===== src/rtl/serial_byte_transmitter_if.sv =====
// rtl/serial_byte_transmitter_if.sv - byte handshake between upstream encoder and UART transmitter
interface serial_byte_transmitter_if;
    logic [7:0] transmit_byte;
    logic       transmit_ready;
    logic       transmit_available;

    modport master (
        output transmit_byte,
        output transmit_ready,
        input  transmit_available
    );

    modport slave (
        input  transmit_byte,
        input  transmit_ready,
        output transmit_available
    );
endinterface


===== src/rtl/serial_byte_transmitter.sv =====
// rtl/serial_byte_transmitter.sv - UART 8N1 transmit stage; define SERIAL_TX_PARITY_EN for an even-parity bit
module serial_byte_transmitter #(
    parameter int CLKS_PER_BIT = 434,
    parameter int COUNT_BITS   = 9
) (
    input  logic                       clk,
    input  logic                       reset,
    serial_byte_transmitter_if.slave   tif,
    output logic                       tx
);

`ifdef SERIAL_TX_PARITY_EN
    typedef enum logic [2:0] {IDLE, START, DATA, PARITY, STOP} state_t;
`else
    typedef enum logic [2:0] {IDLE, START, DATA, STOP} state_t;
`endif

    localparam logic [COUNT_BITS-1:0] LAST_COUNT = COUNT_BITS'(CLKS_PER_BIT - 1);

    state_t                state;
    logic [COUNT_BITS-1:0] clk_count;
    logic [2:0]            bit_index;
    logic [7:0]            data_reg;
    logic                  available_q;

    assign tif.transmit_available = available_q;

    // tx and available are computed one state ahead so both change on the
    // same edge as the state they belong to.
    always_ff @(posedge clk) begin
        if (reset) begin
            state       <= IDLE;
            tx          <= 1'b1;
            available_q <= 1'b1;
            clk_count   <= '0;
            bit_index   <= '0;
            data_reg    <= '0;
        end else begin
            case (state)
                IDLE: begin
                    tx          <= 1'b1;
                    available_q <= 1'b1;
                    clk_count   <= '0;
                    bit_index   <= '0;
                    if (tif.transmit_ready) begin
                        data_reg    <= tif.transmit_byte;
                        state       <= START;
                        tx          <= 1'b0;
                        available_q <= 1'b0;
                    end
                end
                START: begin
                    if (clk_count == LAST_COUNT) begin
                        clk_count <= '0;
                        state     <= DATA;
                        tx        <= data_reg[0];
                    end else begin
                        clk_count <= clk_count + 1'b1;
                    end
                end
                DATA: begin
                    if (clk_count == LAST_COUNT) begin
                        clk_count <= '0;
                        if (bit_index == 3'd7) begin
`ifdef SERIAL_TX_PARITY_EN
                            state <= PARITY;
                            tx    <= ^data_reg;
`else
                            state <= STOP;
                            tx    <= 1'b1;
`endif
                        end else begin
                            bit_index <= bit_index + 3'd1;
                            tx        <= data_reg[bit_index + 3'd1];
                        end
                    end else begin
                        clk_count <= clk_count + 1'b1;
                    end
                end
`ifdef SERIAL_TX_PARITY_EN
                PARITY: begin
                    if (clk_count == LAST_COUNT) begin
                        clk_count <= '0;
                        state     <= STOP;
                        tx        <= 1'b1;
                    end else begin
                        clk_count <= clk_count + 1'b1;
                    end
                end
`endif
                STOP: begin
                    if (clk_count == LAST_COUNT) begin
                        clk_count   <= '0;
                        state       <= IDLE;
                        available_q <= 1'b1;
                        tx          <= 1'b1;
                    end else begin
                        clk_count <= clk_count + 1'b1;
                    end
                end
                default: begin
                    state       <= IDLE;
                    tx          <= 1'b1;
                    available_q <= 1'b1;
                    clk_count   <= '0;
                end
            endcase
        end
    end

endmodule


===== src/flat_wrapper.sv =====
// flat-port wrapper written by rule: the top's interface ports become plain ports
module serial_byte_transmitter_flat 
#(
    parameter int CLKS_PER_BIT = 434,
    parameter int COUNT_BITS   = 9
)
  (clk, reset, tx, tif_transmit_byte, tif_transmit_ready, tif_transmit_available);
  serial_byte_transmitter_if tif_i ();
  input  logic clk;
  input  logic reset;
  output logic tx;
  input wire logic [$bits(tif_i.transmit_byte)-1:0] tif_transmit_byte;
  input wire logic [$bits(tif_i.transmit_ready)-1:0] tif_transmit_ready;
  output wire logic [$bits(tif_i.transmit_available)-1:0] tif_transmit_available;
  assign tif_i.transmit_byte = tif_transmit_byte;
  assign tif_i.transmit_ready = tif_transmit_ready;
  assign tif_transmit_available = tif_i.transmit_available;
  serial_byte_transmitter #(.CLKS_PER_BIT(CLKS_PER_BIT), .COUNT_BITS(COUNT_BITS)) u_core (.clk(clk), .reset(reset), .tif(tif_i), .tx(tx));
endmodule

===== config.mk =====
export PLATFORM = sky130hd
export DESIGN_NAME = serial_byte_transmitter_flat
export DESIGN_NICKNAME = d
export VERILOG_FILES = /design/src/rtl/serial_byte_transmitter_if.sv /design/src/rtl/serial_byte_transmitter.sv /design/src/flat_wrapper.sv
export SDC_FILE = /design/constraint.sdc
export NUM_CORES = 1
export LEC_CHECK = 0
export CAP_MARGIN = 20
export CORE_MARGIN = 2
export CORE_UTILIZATION = 58
export DETAILED_ROUTE_END_ITERATION = 8
export PLACE_DENSITY = 0.83
export SYNTH_ARGS = -nofsm -noshare
export SYNTH_HDL_FRONTEND = slang
export SYNTH_SLANG_ARGS = --single-unit

===== constraint.sdc =====
create_clock -name clk -period 5.2 [get_ports clk]
set_input_delay 0.52 -clock clk [delete_from_list [all_inputs] [get_ports clk]]
set_output_delay 0.52 -clock clk [all_outputs]
set_load 0.03 [all_outputs]

Yosys cells after proc, flatten, opt, wreduce, memory -nomap -nowiden:

Index checks and enable logic that the tools add are counted.

* bits of input ports: 11
* register bits: 25
* logic and storage cells: 50
* output and inout port bits: 2

* reduce and logical (&&, ||, !) cells: 10
* bitwise gates (word level): 2
* equality and inequality tests: 11
* add/sub/neg operators: 2
* $lt $le $gt $ge: 1
* multiplexer cells: 18

Operator list (number)
* two-way mux 3 bit: 7
* one-hot mux 3 bit (4 select lines): 1
* adder 9 x 1 -> 9 bit (second input constant): 1
* equality test 9 bit (second input constant): 1
* inequality test 2 x 1 -> 1 bit (second input constant): 4
* equality test 3 x 2 -> 1 bit (second input constant): 2
* two-way mux 1 bit: 6
* one-hot mux 3 bit (2 select lines): 1
* AND reduction 3 bit: 2
* OR reduction 3 bit: 2
* AND reduction 5 bit: 1
* less-than comparator 3 x 4 -> 1 bit (second input constant): 1
* inequality test 2 bit (second input constant): 2
* one-hot mux 1 bit (4 select lines): 1
* AND reduction 2 bit: 2
* adder 3 x 1 -> 3 bit (second input constant): 1
* binary-select mux 1 bit (select 3 bit): 1
* equality test 3 x 1 -> 1 bit (second input constant): 1
* equality test 3 bit (second input constant): 1
* logical NOT 3 bit: 1
* one-hot mux 1 bit (3 select lines): 1
* inverter 1 bit: 2
* nonzero test 2 bit: 1
* OR reduction 2 bit: 1

Logic depth before layout (Yosys ltp):

Gate-level depths: netlist of run 1.

* depth after elaboration: 6
* mapped depth: 7
* depth with buffers taken out: 6

Worst setup path before layout of run 1:

Ideal clock, no wire load.

* path type: reg-to-reg
* from: register u_core.clk_count[2]
* to: register u_core.state[0]
* arrival: 1.778 ns
* clock period less this slack: 1.848 ns
* stages on the path, launching flop included: 6
* buffers on the path: 1
* data required time: 5.130 ns
* library setup time: 0.070 ns
* slack: 3.352 ns
* path through: dfxtp_1 > or4b_1 > buf_2 > o32a_1 > or4_1 > a21oi_1

* word-level cells in the longest chain between the ends: 3
* elaborated cells on any way between the ends: 5
* those cells by class: eq/ne: 4; reduce/logical: 1

Ends and longest elaborated chain
* start, declared: line serial_byte_transmitter.sv:21 `logic [COUNT_BITS-1:0] clk_count;`
* start signal, assigned: line serial_byte_transmitter.sv:58 `clk_count <= clk_count + 1'b1;`
* start signal, assigned: line serial_byte_transmitter.sv:77 `clk_count <= clk_count + 1'b1;`
* start signal, assigned: line serial_byte_transmitter.sv:98 `clk_count <= clk_count + 1'b1;`
* equality test 9 bit *: line serial_byte_transmitter.sv:53, serial_byte_transmitter.sv:62, serial_byte_transmitter.sv:92
* inequality test 2 x 1 -> 1 bit (no line)
* AND reduction 5 bit (no line) *
* end signal, assigned: line serial_byte_transmitter.sv:55 `state <= DATA;`
* end signal, assigned: line serial_byte_transmitter.sv:69 `state <= STOP;`
* end signal, assigned: line serial_byte_transmitter.sv:94 `state <= IDLE;`
* end, declared: line serial_byte_transmitter.sv:20 `state_t state;`

Every way passes the cells marked *; elsewhere a longest branch is shown, timed or not.
A chain may end at the register's enable or synchronous reset.

Worst setup path after layout of run 1:

Ends and elaborated chain as after synthesis.

==> impl_metrics.py, run 1 <==
metrics = {
    "outcome": {
        "status": "finished clean",
    },
    "synth": {
        "synth_xor_area_share_pct": 3.73,
        "yosysTopAreaCellShare_pct": 40.9,
        "synth-adder-area-share_pct": 9.59,
        "synthTopCellsByCount": "dfxtp_1, nand2_1, a21oi_1",
        "synth_top_family_by_area": "simple AND/OR/NAND/NOR gates",
        "ys_top_cells_by_area": "dfxtp_1, ha_1, nand2_1",
        "synth_cell_types": 32,
        "syn_area_um2": 1170,
        "syn-num-nets": 161,
        "synth_largest_area_cell": "dfxtp_1",
        "ys_async_sr_fraction_pct": 0,
        "synth_mux_area_share_pct": 4.37,
        "synth_compound_area_share_pct": 13.1,
        "ys.warnings.count": 0,
        "synth_edf_count": 0,
        "avgSynthCellArea_um2": 8.32,
        "synthFlopType": "dfxtp_1",
        "yosys.area_share.simple_pct": 24.6,
        "synth_seq_cells": 24,
        "synthCells": 141,
        "ys_seq_area_share_pct": 40.9,
    },
    "setup_path": {
        "endpoint_kind": "flop",
        "crit_slowest_cell": "or4b_1",
        "path_class": "flop to flop",
        "crit_arrival_ps": 2220,
        "required_ps": 5430,
        "crit_buf_inv": 0,
        "start_kind": "flop",
        "crit_family": "simple AND/OR/NAND/NOR gates",
        "critPathMaxFanout": 5,
        "worstPathCellList": "or4b_1 > o32a_1 > or4_1 > a21oi_1",
        "slowest_delay_ps": 620,
    },
    "timing": {
        "tns_ps": 0,
        "rsz0062_at_grt": "false",
        "slew_viol_final": 0,
        "hold_ws_ps": 465,
        "max_slew_margin_pct": 58.2,
        "hold_violations": 0,
        "tightest_slew_ps": 623,
        "finalWorstSetupSlack_ps": 3220,
        "timing.fmax_mhz": 504,
        "setup_violations": 0,
        "finalCriticalPeriod_ps": 1980,
        "fin_crit_sh_pct": 38.1,
        "clock-skew-final_ps": 1.05,
    },
    "cells_and_area": {
        "layout-drive-gt1-share_pct": 2.65,
        "area_growth_pct": 13.3,
        "largest_register_ff_count": 9,
        "fillers": 178,
        "post-route-util_pct": 68.5,
        "final_nets": 173,
        "diodes": 0,
    },
    "power_and_ir_drop": {
        "switching_share_pct": 36.1,
        "ir_drop_mv": 0.180,
        "p_leak_nw": 0.453,
        "finalPower_uw": 481,
        "p_int_uw": 308,
        "clock_power_share_pct": 16.0,
        "pwr-share-comb_pct": 36.4,
        "seqPwrFrac_pct": 47.6,
        "switching_power_uw": 174,
        "power_density_nw_per_um2": 362,
    },
    "clock_tree": {
        "post-cts-setup-buffers": 0,
        "clkLatencyLatePin_ps": 300,
        "root_buffer": "clkbuf_4",
        "h-tree-depth": 1,
        "cts.path.max_buffers": 2,
        "clock_sink_count": 24,
        "cts_inserted_buffers": 3,
        "cts_tree": "done",
        "holdBufCountCts": 0,
        "path_clk_slew_ps": 120,
        "post_cts_resize_count": 0,
    },
    "global_routing": {
        "grt_max_degree": 19,
        "antenna_found_initial": 0,
        "grt_pass1_vias": 878,
        "grt_pass1_wl_um": 3730,
        "grt_overflow": 0,
        "grt_usage_pct": 20.0,
    },
    "detailed_routing": {
        "wl_per_cell_um": 12.1,
        "wl_um": 2160,
        "drc": 0,
        "postRouteAntennaNets": 0,
        "drtIter0Drc": 8,
        "drtPass1Iterations": 3,
        "via_per_inst": 5.48,
        "route.vias.total": 976,
    },
    "floorplanning": {
        "rows": 16,
        "die_area_um2": 2400,
        "die_w_um": 49.0,
        "die_y_um": 49.0,
        "io_pins": 13,
        "initial_core_util_pct": 60.4,
        "core-area_um2": 1940,
    },
    "run": {
        "drv_cap": 0,
    },
    "place": {
        "place_worst_setup_slack_ps": 2960,
        "io_buffers": 12,
        "dpl.hpwl_um": 1640,
        "routabilityCongestion": 0.823,
    },
    "hold_path": {
        "hp-class": "flop to flop",
    },
}
-- cells by family after synthesis --
logic type                 Yosys count
DFF                                 24
muxes                                5
xor gates and xnor gates             5
buffers and inverters               11
adders and majority gates            9
and+or+nand+nor                     60
AOI/OAI and AO/OA                   27
-- per-layer routing --
layer | vias up | share of wire [%] | GRT usage, %
li1 | 506 | - | -
met1 | 453 | 47 | 27.4
met2 | 13 | 49 | 31.7
met3 | 4 | 2.0 | 2.76
met4 | 0 | 1.3 | 8.57
met5 | - | 0 | 0
-- final timing paths --
check                                  start                              end  slack [ps]  cells after the start
max           u_core.clk_count[2]$_SDFF_PP0_     u_core.state[0]$_SDFFE_PP0P_        3220                      4
min          u_core.data_reg[1]$_SDFFE_PP0P_  u_core.data_reg[1]$_SDFFE_PP0P_         460                      2
max reg2reg   u_core.clk_count[2]$_SDFF_PP0_     u_core.state[0]$_SDFFE_PP0P_        3220                      4
min reg2reg  u_core.data_reg[1]$_SDFFE_PP0P_  u_core.data_reg[1]$_SDFFE_PP0P_         460                      2
-- layout by cell type (no fill, tap or decap), types with 4 or more instances in the layout --
| cell type | instances |
|---|---|
| a21oi_1 | 14 |
| clkdlybuf4s50_1 | 12 |
| dfxtp_1 | 24 |
| ha_1 | 9 |
| inv_1 | 6 |
| mux2i_1 | 4 |
| nand2_1 | 24 |
| nor2_1 | 12 |
| nor3_1 | 4 |
| o21ai_0 | 5 |
| xnor2_1 | 4 |
-- layout make-up --
type | instances | area, µm² | share of cell area, %
Clock buffer | 3 | 22.5 | 1.69
Inverter | 6 | 22.5 | 1.69
Multi-Input combinational cell | 106 | 651 | 48.9
Sequential cell | 24 | 480 | 36.1
Tap cell | 27 | 33.8 | 2.54
Timing Repair Buffer | 12 | 120 | 9.03
-- through the flow --
| stage | instances | area [µm²] |
|---|---|---|
| after floorplan | 141 | 1170 |
| after global placement | 175 | 1310 |
| after detailed placement | 175 | 1310 |
| after CTS | 178 | 1330 |
| after global routing | 178 | 1330 |
| final | 178 | 1330 |
-- power groups by stage --
| stage | clock network (mW) | logic, mW | registers, mW |
|---|---|---|---|
| detailed placement | 0 | 0.174 | 0.234 |
| CTS | 0.0795 | 0.176 | 0.229 |
| finish | 0.0772 | 0.175 | 0.229 |
| global placement | 0 | 0.168 | 0.231 |
| floorplan | 0 | 0.112 | 0.243 |
| global route | 0.0876 | 0.195 | 0.232 |
-- tightest hold or removal path: stages, from the launching register on --
cell	delay, ps
dfxtp_1	330
nand2_1	50
a21oi_1	50
No activity file was read; power rests on OpenSTA's default activity.
==> inputs of run 2 (changes only) <==
--- a/config.mk
+++ b/config.mk
@@ -7,9 +7,9 @@
 export LEC_CHECK = 0
 export CAP_MARGIN = 20
 export CORE_MARGIN = 2
-export CORE_UTILIZATION = 58
+export CORE_UTILIZATION = 54
 export DETAILED_ROUTE_END_ITERATION = 8
-export PLACE_DENSITY = 0.83
+export PLACE_DENSITY = 0.78
 export SYNTH_ARGS = -nofsm -noshare
 export SYNTH_HDL_FRONTEND = slang
 export SYNTH_SLANG_ARGS = --single-unit
==> constraint.sdc (replaced) <==
create_clock -name clk -period 2.1 [get_ports clk]
set_input_delay 0.21 -clock clk [delete_from_list [all_inputs] [get_ports clk]]
set_output_delay 0.21 -clock clk [all_outputs]
set_load 0.03 [all_outputs]
==> run 2 against run 1 <==
Clock skew increased by 5.4 ps; critical path depth unchanged; total power increased by 150%; wire length increased by 5.8%; combinational power increased to 2.6 times the previous value; sequential share of layout area decreased by 0.60 points; critical path type unchanged; highest routed layer unchanged.
==> impl_metrics.py, run 2 (synthesis gave the netlist of run 1 again) <==
metrics = {
    "power_and_ir_drop": {
        "p_leak_nw": 0.467,
        "clock_power_share_pct": 15.7,
        "pwr-share-comb_pct": 37.4,
        "p_int_uw": 770,
        "seqPwrFrac_pct": 46.9,
        "switching_power_uw": 433,
        "switching_share_pct": 36.0,
        "power_density_nw_per_um2": 890,
        "finalPower_mw": 1.20,
        "ir_drop_mv": 0.674,
    },
    "detailed_routing": {
        "drtIter0Drc": 27,
        "route.vias.total": 993,
        "wl_um": 2290,
        "drtPass1Iterations": 4,
        "wl_per_cell_um": 12.6,
        "postRouteAntennaNets": 0,
        "via_per_inst": 5.49,
        "drc": 0,
    },
    "setup_path": {
        "slowest_delay_ps": 610,
        "critPathMaxFanout": 5,
        "rr_worst_depth": 4,
        "crit_arrival_ps": 2180,
        "start_kind": "flop",
        "r2r_end": "u_core.state[0]$_SDFFE_PP0P_",
        "crit_path_start": "u_core.clk_count[2]$_SDFF_PP0_",
        "worstPathCellList": "or4b_1 > o32a_1 > or4_1 > a21oi_1",
        "crit_end": "u_core.state[0]$_SDFFE_PP0P_",
        "crit_slowest_cell": "or4b_1",
        "crit_buf_inv": 0,
        "endpoint_kind": "flop",
        "path_class": "flop to flop",
        "r2r_slack_ps": 160,
        "crit_family": "simple AND/OR/NAND/NOR gates",
        "r2r_start": "u_core.clk_count[2]$_SDFF_PP0_",
        "worst-path-stages": 4,
        "required_ps": 2340,
    },
    "timing": {
        "finalWorstSetupSlack_ps": 155,
        "setup_violations": 0,
        "tightest_slew_ps": 364,
        "hold_violations": 0,
        "rsz0062_at_grt": "false",
        "timing.fmax_mhz": 514,
        "finalCriticalPeriod_ps": 1940,
        "tns_ps": 0,
        "fin_crit_sh_pct": 92.6,
        "max_slew_margin_pct": 75.7,
        "slew_viol_final": 0,
        "clock-skew-final_ps": 6.40,
    },
    "cells_and_area": {
        "layout-drive-gt1-share_pct": 4.55,
        "diodes": 0,
        "stdcell_area_um2": 1350,
        "post-route-util_pct": 67.6,
        "area_growth_pct": 15.2,
        "largest_register_ff_count": 9,
        "final_nets": 176,
        "final_cell_mix": "nand2_1, dfxtp_1, a21oi_1",
    },
    "global_routing": {
        "antenna_found_initial": 0,
        "grt_max_degree": 18,
        "grt_usage_pct": 19.5,
        "grt_pass1_wl_um": 3770,
        "grt_pass1_vias": 907,
        "grt_overflow": 0,
    },
    "place": {
        "routabilityCongestion": 0.863,
        "io_buffers": 12,
        "dpl_cell_area_um2": 1330,
        "dpl.hpwl_um": 1770,
        "place_worst_setup_slack_ps": 193,
    },
    "hold_path": {
        "hp-class": "input port to flop",
    },
    "floorplanning": {
        "core-area_um2": 2000,
        "die_area_um2": 2560,
        "initial_core_util_pct": 58.6,
        "die_y_um": 50.6,
        "die_w_um": 50.6,
        "io_pins": 13,
        "rows": 16,
    },
    "clock_tree": {
        "cts_inserted_buffers": 3,
        "holdBufCountCts": 0,
        "clkLatencyLatePin_ps": 300,
        "post-cts-setup-buffers": 0,
        "path_clk_slew_ps": 120,
        "cts_tree": "done",
        "post_cts_resize_count": 0,
        "root_buffer": "clkbuf_4",
        "clock_sink_count": 24,
        "h-tree-depth": 1,
        "cts.path.max_buffers": 2,
    },
    "run": {
        "drv_cap": 0,
    },
    "outcome": {
        "status": "finished clean",
    },
}
[run 2: worst min path at each step]
stage                                     from                              end  slack [ps]  cells after the start
3_3_place_gp   u_core.data_reg[3]$_SDFFE_PP0P_  u_core.data_reg[3]$_SDFFE_PP0P_         440                      2
3_5_place_dp   u_core.data_reg[2]$_SDFFE_PP0P_  u_core.data_reg[2]$_SDFFE_PP0P_         450                      2
2_1_floorplan             tif_transmit_byte[1]  u_core.data_reg[1]$_SDFFE_PP0P_         350                      2
6_report                  tif_transmit_byte[5]  u_core.data_reg[5]$_SDFFE_PP0P_         450                      3
4_1_cts                   tif_transmit_byte[2]  u_core.data_reg[2]$_SDFFE_PP0P_         440                      3
5_1_grt                   tif_transmit_byte[5]  u_core.data_reg[5]$_SDFFE_PP0P_         440                      3
[run 2: per-layer routing]
metal  vias to the layer above  wire length, µm  track usage [%]
li1                        511                -                -
met2                        22             1130             34.9
met3                         2               80             3.57
met5                         -                0                0
met1                       458             1060             23.6
met4                         0               10             5.41
[run 2: worst register-to-register path: stages, from the launching register on]
cell     delay [ps]
dfxtp_1         370
or4b_1          610
o32a_1          240
or4_1           510
a21oi_1         150
[run 2: through the flow]
step	hold WS, ps	instances
detailed placement	450	178
global route	438	181
finish	446	181
global placement	442	178
CTS	437	181
floorplan	346	141
[run 2: final cells by class]
| cell class | count | area [µm²] |
|---|---|---|
| multi-input combinational | 106 | 651 |
| fill | 174 | 649 |
| sequential | 24 | 480 |
| timing repair buffer | 15 | 143 |
| tap | 27 | 33.8 |
| clock buffer | 3 | 22.5 |
| inverter | 6 | 22.5 |
[run 2: power by group through the flow]
stage               Combinational [mW]  Clock (mW)  Sequential (mW)
detailed placement               0.446           0            0.576
global placement                 0.430           0            0.573
floorplan                        0.278           0            0.601
finish                           0.450       0.189            0.564
CTS                              0.450       0.195            0.565
global route                     0.496       0.216            0.575
==> inputs of run 3 (changes only) <==
--- a/config.mk
+++ b/config.mk
@@ -7,9 +7,9 @@
 export LEC_CHECK = 0
 export CAP_MARGIN = 20
 export CORE_MARGIN = 2
-export CORE_UTILIZATION = 54
+export CORE_UTILIZATION = 49
 export DETAILED_ROUTE_END_ITERATION = 8
-export PLACE_DENSITY = 0.78
+export PLACE_DENSITY = 0.75
 export SYNTH_ARGS = -nofsm -noshare
 export SYNTH_HDL_FRONTEND = slang
 export SYNTH_SLANG_ARGS = --single-unit
==> constraint.sdc (replaced) <==
create_clock -name clk -period 1.63 [get_ports clk]
set_input_delay 0.163 -clock clk [delete_from_list [all_inputs] [get_ports clk]]
set_output_delay 0.163 -clock clk [all_outputs]
set_load 0.03 [all_outputs]
==> run 3 against run 2 <==
The flow now finishes with violations (negative setup slack); die area grew 9.4%; total power is 45% higher; highest routed layer unchanged; final cell count rose by 8.3%; register-to-register slack lost 230 ps; combinational power increased by 56%; clock power up 68%; clock skew rose by 2.0 ps; via count is 7.9% higher; core utilization is 0.22 points lower; sequential share of layout area fell by 3.2 points; fmax rose by 14%.
==> impl_metrics.py, run 3 (synthesis gave the netlist of run 1 again) <==
metrics = {
    "place": {
        "place_inst": 191,
        "place_worst_setup_slack_ps": -86.7,
        "dpl.hpwl_um": 1850,
        "io_buffers": 12,
        "routabilityCongestion": 0.861,
    },
    "setup_path": {
        "r2r_slack_ps": -70,
        "critPathMaxFanout": 3,
        "rr_worst_depth": 4,
        "crit_buf_inv": 0,
        "required_ps": 1880,
        "crit_family": "simple AND/OR/NAND/NOR gates",
        "crit_path_start": "u_core.clk_count[6]$_SDFF_PP0_",
        "crit_end": "u_core.state[0]$_SDFFE_PP0P_",
        "start_kind": "flop",
        "r2r_start": "u_core.clk_count[6]$_SDFF_PP0_",
        "worst-path-stages": 4,
        "endpoint_kind": "flop",
        "r2r_end": "u_core.state[0]$_SDFFE_PP0P_",
        "crit_arrival_ps": 1950,
        "worstPathCellList": "or4b_4 > o32a_1 > or4_1 > a21oi_1",
        "crit_slowest_cell": "or4b_4",
        "path_class": "flop to flop",
        "slowest_delay_ps": 540,
    },
    "floorplanning": {
        "die_area_um2": 2800,
        "rows": 17,
        "die_y_um": 52.9,
        "die_w_um": 52.9,
        "io_pins": 13,
        "initial_core_util_pct": 52.5,
        "core-area_um2": 2230,
    },
    "hold_path": {
        "hp-class": "input port to flop",
    },
    "timing": {
        "clock-skew-final_ps": 8.39,
        "timing.fmax_mhz": 587,
        "fin_crit_sh_pct": 104,
        "slew_viol_final": 0,
        "tightest_slew_ps": 336,
        "hold_violations": 0,
        "hold_ws_ps": 370,
        "max_slew_margin_pct": 77.3,
        "rsz0062_at_grt": "true",
        "setup_violations": 1,
        "finalCriticalPeriod_ps": 1700,
        "finalWorstSetupSlack_ps": -72.8,
    },
    "global_routing": {
        "grt_pass1_vias": 1017,
        "gr-usage-met2_pct": 34.4,
        "grt_max_degree": 18,
        "grt_pass1_wl_um": 4270,
        "grt_overflow": 0,
        "grt_usage_pct": 20.6,
        "grt_use_met1_pct": 26.0,
        "use_met3_pct": 4.24,
        "antenna_found_initial": 0,
        "top_usage_layer": "met2",
    },
    "detailed_routing": {
        "drc": 0,
        "wl_per_cell_um": 13.0,
        "postRouteAntennaNets": 0,
        "drtPass1Iterations": 4,
        "route.vias.total": 1071,
        "drtIter0Drc": 22,
        "via_per_inst": 5.46,
        "wl_um": 2540,
    },
    "cells_and_area": {
        "layout-drive-gt1-share_pct": 19.0,
        "diodes": 0,
        "area_growth_pct": 28.1,
        "final_nets": 189,
        "largest_register_ff_count": 9,
        "post-route-util_pct": 67.3,
        "final_common_cell": "nand2_1",
        "fin_cells": 196,
        "final_cell_mix": "nand2_1, dfxtp_1, buf_4",
    },
    "clock_tree": {
        "clock_sink_count": 24,
        "h-tree-depth": 1,
        "clkLatencyLatePin_ps": 320,
        "cts_inserted_buffers": 3,
        "cts_tree": "done",
        "root_buffer": "clkbuf_4",
        "cts.path.max_buffers": 2,
        "path_clk_slew_ps": 140,
    },
    "power_and_ir_drop": {
        "power_density_nw_per_um2": 1160,
        "ir_drop_mv": 0.744,
        "finalPower_mw": 1.75,
        "p_leak_nw": 0.554,
    },
    "run": {
        "drv_cap": 0,
    },
    "outcome": {
        "status": "complete, but fails checks",
        "violations": "negative setup slack",
    },
}
run 3: where the power goes:
group / total (mW) / switching (mW) / internal (mW)
Sequential: 0.728 / 0.0539 / 0.674
Combinational: 0.702 / 0.384 / 0.318
Clock: 0.317 / 0.180 / 0.137
Total: 1.75 / 0.619 / 1.13
run 3: what timing repair did:
item | 4_1_cts | 5_1_grt
setup endpoints to repair | 3 | 7
hold buffers | 0 | 0
pin swaps | 0 | 4
gates resized for setup | 2 | 10
buffers inserted | 0 | 1
run 3: worst min path at each step:
stage	from	endpoint	cells past startpoint
finish	tif_transmit_byte[3]	u_core.data_reg[3]$_SDFFE_PP0P_	3
global route	tif_transmit_byte[5]	u_core.data_reg[5]$_SDFFE_PP0P_	3
CTS	tif_transmit_byte[5]	u_core.data_reg[5]$_SDFFE_PP0P_	3
detailed placement	u_core.data_reg[1]$_SDFFE_PP0P_	u_core.data_reg[1]$_SDFFE_PP0P_	2
global placement	u_core.data_reg[6]$_SDFFE_PP0P_	u_core.data_reg[6]$_SDFFE_PP0P_	2
floorplan	tif_transmit_byte[1]	u_core.data_reg[1]$_SDFFE_PP0P_	2
run 3: per-stage QoR:
stage | area (µm²) | setup TNS [ps]
5_1_grt | 1500 | -261
3_3_place_gp | 1430 | -26.2
6_report | 1500 | -72.8
2_1_floorplan | 1180 | -142
4_1_cts | 1470 | -153
3_5_place_dp | 1430 | -131
run 3: layout make-up:
| cell class | count | area (µm²) |
|---|---|---|
| multi-input combinational | 106 | 683 |
| clock buffer | 4 | 36.3 |
| timing repair buffer | 28 | 240 |
| fill | 193 | 729 |
| inverter | 6 | 22.5 |
| sequential | 24 | 487 |
| tap | 28 | 35.0 |
run 3: worst register-to-register path, delay by kind of cell (launching register included):
family           cells  cell delay (ps)
AO/OA/AOI/OAI        2              330
AND/OR/NAND/NOR      2              970
flip-flops           1              340
run 3: routing by layer:
| layer | wire length, µm | vias up |
|---|---|---|
| met3 | 112 | 5 |
| met1 | 1170 | 495 |
| met5 | 0 | - |
| met4 | 37 | 0 |
| met2 | 1220 | 29 |
| li1 | - | 542 |
